$ cat src/rtl/vital_sign_pkg.sv
// Shared definitions for the vital-sign alarm FSM: state encoding and
// bit positions of the six risk flags inside the sensor vector.
package vital_sign_pkg;

   typedef enum logic [1:0] {
      S0 = 2'b00,  // NORMAL
      S1 = 2'b01,  // WARNING
      S2 = 2'b10   // CRISIS; 2'b11 is unused and decoded as illegal
   } state_t;

   localparam int SENSOR_W = 6;

   localparam int IDX_H = 5;
   localparam int IDX_P = 4;
   localparam int IDX_O = 3;
   localparam int IDX_T = 2;
   localparam int IDX_R = 1;
   localparam int IDX_B = 0;

endpackage

$ cat src/rtl/fsm_vital_sign.sv
// Three-level patient alarm FSM: grades six risk flags into NORMAL/WARNING/CRISIS
// and drives alarms and mitigations from registered state and sampled flags only.
module fsm_vital_sign
   import vital_sign_pkg::*;
(
   input  logic clk,
   input  logic reset,
   input  logic H,
   input  logic P,
   input  logic O,
   input  logic T,
   input  logic R,
   input  logic B,
   output logic Buzzer,
   output logic LED,
   output logic Vibrator,
   output logic Micro_Fan,
   output logic Selenoid_Valve,
   output logic Infuse_Pump
);

   state_t              state;
   state_t              state_next;
   logic [SENSOR_W-1:0] flags;
   logic [SENSOR_W-1:0] sample;
   logic                any_risk;
   logic                total_crisis;
   logic                unused_flags;

   assign flags = {H, P, O, T, R, B};

   // Next state depends only on the current flags, so any state (even 2'b11)
   // lands on a legal state after one edge.
   always_comb begin
      any_risk     = |flags;
      total_crisis = &flags;
      state_next   = S0;
      if (total_crisis) begin
         state_next = S2;
      end else if (any_risk) begin
         state_next = S1;
      end
   end

   always_ff @(posedge clk) begin
      if (!reset) begin
         state  <= S0;
         sample <= '0;
      end else begin
         state  <= state_next;
         sample <= flags;
      end
   end

   always_comb begin
      Buzzer         = 1'b0;
      LED            = 1'b0;
      Vibrator       = 1'b0;
      Micro_Fan      = 1'b0;
      Selenoid_Valve = 1'b0;
      Infuse_Pump    = 1'b0;
      case (state)
         S1: begin
            LED            = 1'b1;
            Vibrator       = 1'b1;
            Micro_Fan      = sample[IDX_T];
            Selenoid_Valve = sample[IDX_O];
            Infuse_Pump    = sample[IDX_B];
         end
         S2: begin
            Buzzer         = 1'b1;
            LED            = 1'b1;
            Vibrator       = 1'b1;
            Micro_Fan      = sample[IDX_T];
            Selenoid_Valve = sample[IDX_O];
            Infuse_Pump    = sample[IDX_B];
         end
         default: ;
      endcase
   end

   // H, P and R are held in the sample for completeness but only steer the state.
   assign unused_flags = ^{sample[IDX_H], sample[IDX_P], sample[IDX_R]};

endmodule

$ cat config.mk
export PLATFORM = sky130hd
export DESIGN_NAME = fsm_vital_sign
export DESIGN_NICKNAME = d
export VERILOG_FILES = /design/src/rtl/vital_sign_pkg.sv /design/src/rtl/fsm_vital_sign.sv
export SDC_FILE = /design/constraint.sdc
export NUM_CORES = 1
export LEC_CHECK = 0
export CORE_AREA = 2 2 39 41
export DETAILED_ROUTE_END_ITERATION = 12
export DIE_AREA = 0 0 41 43
export PLACE_DENSITY_LB_ADDON = 0.15
export SETUP_SLACK_MARGIN = 0.5
export SLEW_MARGIN = 20
export SYNTH_ARGS = -nofsm -noshare
export SYNTH_HDL_FRONTEND = slang
export SYNTH_SLANG_ARGS = --single-unit
$ cat constraint.sdc
create_clock -name clk -period 1.56 [get_ports clk]
set_clock_uncertainty 0.15 [all_clocks]
set_input_delay 0.312 -clock clk [delete_from_list [all_inputs] [get_ports clk]]
set_output_delay 0.312 -clock clk [all_outputs]
set_load 0.005 [all_outputs]
# Word-level counts from Yosys, hierarchy flattened
# Index checks and enable logic that the tools add are counted.
# classes
add_sub_neg	0
n_mul	0
div_mod_pow	0
n_lt_le_gt_ge	0
n_eq_ne	2
n_shift	0
muxes	7
bitwise	1
reduce_logical	4
# ops
cell	n
two-way mux 1 bit	6
AND reduction 6 bit	1
OR reduction 6 bit	1
OR reduction 2 bit	2
== test 2 x 1 -> 1 bit, second input constant	1
== test 2 bit, second input constant	1
two-way mux 2 bit	1
NOT 1 bit	1
# word_totals
register_bits	6
latchBits	0
ramBits	0
romBits	0
inputBits	8
output_inout_bits	6
word_cells	17
n_memories	0

# Depth between registers and ports, before layout
# logic_depth
ltp_word	3
ltp_mapped	4
mapped_depth_nobuf	3

# Least setup slack after synthesis
# OpenSTA, ideal clock, no wires.
# synth_timing
path_type	reg2out
startpoint	register state[0]
endpoint	output port Vibrator
t_arrival_ns	0.827
required_ns	1.098
setup_slack_ns	0.271
path_stages_with_launch	5
n_path_buf	1
cell_sequence	dfxtp_1 inv_1 ha_1 inv_1 buf_4
# synth_between
elab_chain_len	3
elab_cells_between_ends	4
cone_classes	eq/ne (2); mux (1); reduce/logical (1)
# synth_rtl
element	line_no	rtl
start, declared	fsm_vital_sign.sv:22	state_t state;
start signal, assigned	fsm_vital_sign.sv:50	state <= state_next;
== test 2 bit / == test 2 x 1 -> 1 bit (equally long branches)	n/a	
OR reduction 2 bit (no line) (*)	n/a	
two-way mux 1 bit (*)	n/a	
end, declared	fsm_vital_sign.sv:16	output logic Vibrator,
# Every way passes the cells marked *; elsewhere a longest branch is shown, timed or not.

# Worst setup path in the final report
# layout_timing
startpoint	register state[0]
endpoint	output port Selenoid_Valve
# layout_between
elab_chain_len	3
elab_cells_between_ends	4
cone_classes	eq/ne (2); mux (1); reduce/logical (1)
# layout_rtl
element	line_no	rtl
== test 2 bit / == test 2 x 1 -> 1 bit (equally long branches)	fsm_vital_sign.sv:62	case (state)
OR reduction 2 bit (no line) (*)	n/a	
two-way mux 1 bit (*)	fsm_vital_sign.sv:62	
end, declared	fsm_vital_sign.sv:18	output logic Selenoid_Valve,
# Marked as above.

==> results.md <==
* Total CTS buffers at 3
* Leading area contributor after synthesis: dfxtp_1
* Clock power share at a little over two fifths
* Peak Freq at roughly 0.68 GHz
* Vias per inst at roughly 3.8
* Vias in the first global route at approximately 200
* Switching power total at 0.0000709 W
* Status: completed
* Final hold violations at 0
* Std-Cell Rows at 14
* Crit path capture type: output port
* Area of the mapped netlist at 214 um^2
* Syn nets at 33
* Root Driver: clkbuf_4
* TritonCTS clock tree: built
* Max-Slew Margin vs Limit at a little under nine tenths
* Worst Path Required at between 1000 and 1500 ps
* Tmin final at 1480 ps
* IO Pins at 14
* Vias at between 200 and 250
* Max incr delay on CP at between 300 and 400 ps
* Flops & latches, synth at 5
* # DRC at 0
* Pin count of the biggest net entering global routing at 5
* Delay-heaviest family, CP: flip-flops
* CP bufs+invs at 2
* Initial core utilization at 15.5%
* Largest cells by area after synthesis: dfxtp_1, and2_1, nor2b_1
* Synth warnings at 0
* Highest net fanout along the worst path at 4
* Avg Cell Area, Syn at about 8.9 um^2
* Synthesis-to-layout area growth at 87.1%
* Pint at around 0.00026 W
* Worst setup path class: reg2out
* Routed wire length at about 430 um
* LEAKAGE at between 0.15 and 0.2 nW
* Critical path cell sequence: inv_2, ha_4, nor2b_1, buf_2
* Switching share of power at 21.4%
* Nets@finish at 50
* Max-Cap Viols at 0
* Sequential element share of the synthesized area at between 40% and 50%
* CP arrival at around 1000 ps
* Die Area at roughly 1800 um^2
* Layout cells sized above 1 at a little under three fifths
* DRT Pass-1 Iters at 2
* RSZ-0062 raised after global routing: true
* # port buffers at 13
* Final setup fails at 0
* Logic pwr share at between 10% and 20%
* Tot GR Track Use at between 7 and 8%
* # diodes at 0
* Initial DRC count at 1
* Flop pwr share at about two fifths
* Largest family of logic cells by synthesized area: simple AND/OR/NAND/NOR gates
* Synth Area in Adders at around 6%
* Global route total overflow at 0
* Startpoint type of the worst setup path: register
* Post-Synth Simple-Gate Area at about two fifths
* H-tree depth at 1
* CP max-delay cell: dfxtp_2
* Peak supply drop at about 0.21 mV
* Antenna violations before repair at 0
* DIE HEIGHT at roughly 43 um
* Commonest non-fill, non-tap cells in the layout: buf_6, buf_2
* Synth Area in Compound Gates at 0%
* Die Width at between 40 and 50 um
* Post-synthesis cell type count at 11
* Worst Hold Class: in2reg
* Final worst slack at ~80 ps
* CTS clk-pin slew, worst paths at 40 ps
* DR WL/cell at roughly 7.6 um
* PwrDens at 828 nW/um^2
* Clock Sinks at 5
* # fillers at between 150 and 200
* Top-area cell type share of the netlist area at between 40% and 50%
* Mux share of post-synthesis cell area at 0%
* Pins Over Slew Limit at 0
* Final Wtd Congestion at around 0.6
* Core area at around 1400 um^2
* Mapped Cells at 24
* CTS max path bufs at 2
* Fin crit share at a little over nine tenths
* Pre-CTS setup slack at -186 ps
* Hold_ws at about 130 ps
* First-pass GRT wire length at 724 um
* XOR/XNOR share of the synthesized area at 0%
* Remaining antenna violation count at 0
* Tightest Pin Transition at between 200 and 250 ps
==> cells in the mapped netlist <==
cell	instances
ha_1	1
and2_1	3
nand2_1	3
or4_1	1
dfxtp_1	5
nor2b_1	3
nor3_2	1
buf_4	1
nor3_1	2
inv_1	3
nor4_1	1
==> through the flow <==
stage / instances / setup TNS (ps) / power, W / area [um^2] / utilization [%]
3_5_place_dp: 52 / -438 / 0.000193 / 373 / 26.9
5_1_grt: 56 / 0 / 0.000349 / 400 / 28.9
3_3_place_gp: 52 / -393 / 0.000192 / 373 / 26.9
4_1_cts: 56 / 0 / 0.000334 / 368 / 26.6
6_report: 56 / 0 / 0.000332 / 400 / 28.9
2_1_floorplan: 24 / 0 / 0.000158 / 230 / -
==> repair_timing <==
item / in CTS / in global routing
hold buffers: 0 / 0
resized for setup: 45 / 8
setup buffers: 0 / 0
endpoints found under the setup margin: 8 / 8
pin swaps: 5 / 4
==> power by group through the flow <==
stage,sequential (W),combinational (W),clock [W]
after floorplan,0.000138,0.0000203,0
after global placement,0.000138,0.0000538,0
after detailed placement,0.000138,0.0000548,0
after CTS,0.000136,0.0000441,0.000154
after global routing,0.000136,0.0000571,0.000156
final,0.000136,0.0000508,0.000145
==> cell type report <==
type / count / area [um^2] / area share (%)
flip-flops and latches: 5 / 103 / 25.6
well taps: 16 / 20.0 / 5.00
inverters: 3 / 11.3 / 2.81
clock buffers: 4 / 26.3 / 6.56
multi-input cells: 15 / 129 / 32.2
repair buffers: 13 / 111 / 27.8
==> sequential cells by signal, indices dropped and copies added (netlist names) <==
signal and count:
sample 3, state 2
==> metal layers <==
layer / track usage (%) / share of wire, % / up-vias
met5: 0 / 0 / -
met1: 7.10 / 36 / 92
met4: 12.0 / 0 / 0
met3: 3.14 / 13 / 0
met2: 7.81 / 51 / 12
li1: - / - / 109
==> cells by family after synthesis <==
kind of cell               after synthesis
and+or+nand+nor                         14
DFF                                      5
adders and majority gates                1
buffers and inverters                    4
==> path summary, 6_finish.rpt <==
path                 from                   end  slack (ps)  depth (start not counted)
max   state[0]$_SDFF_PP0_        Selenoid_Valve          80                          4
min                     T  sample[2]$_SDFF_PN0_         130                          2
Power figures use the tool's default switching activity.
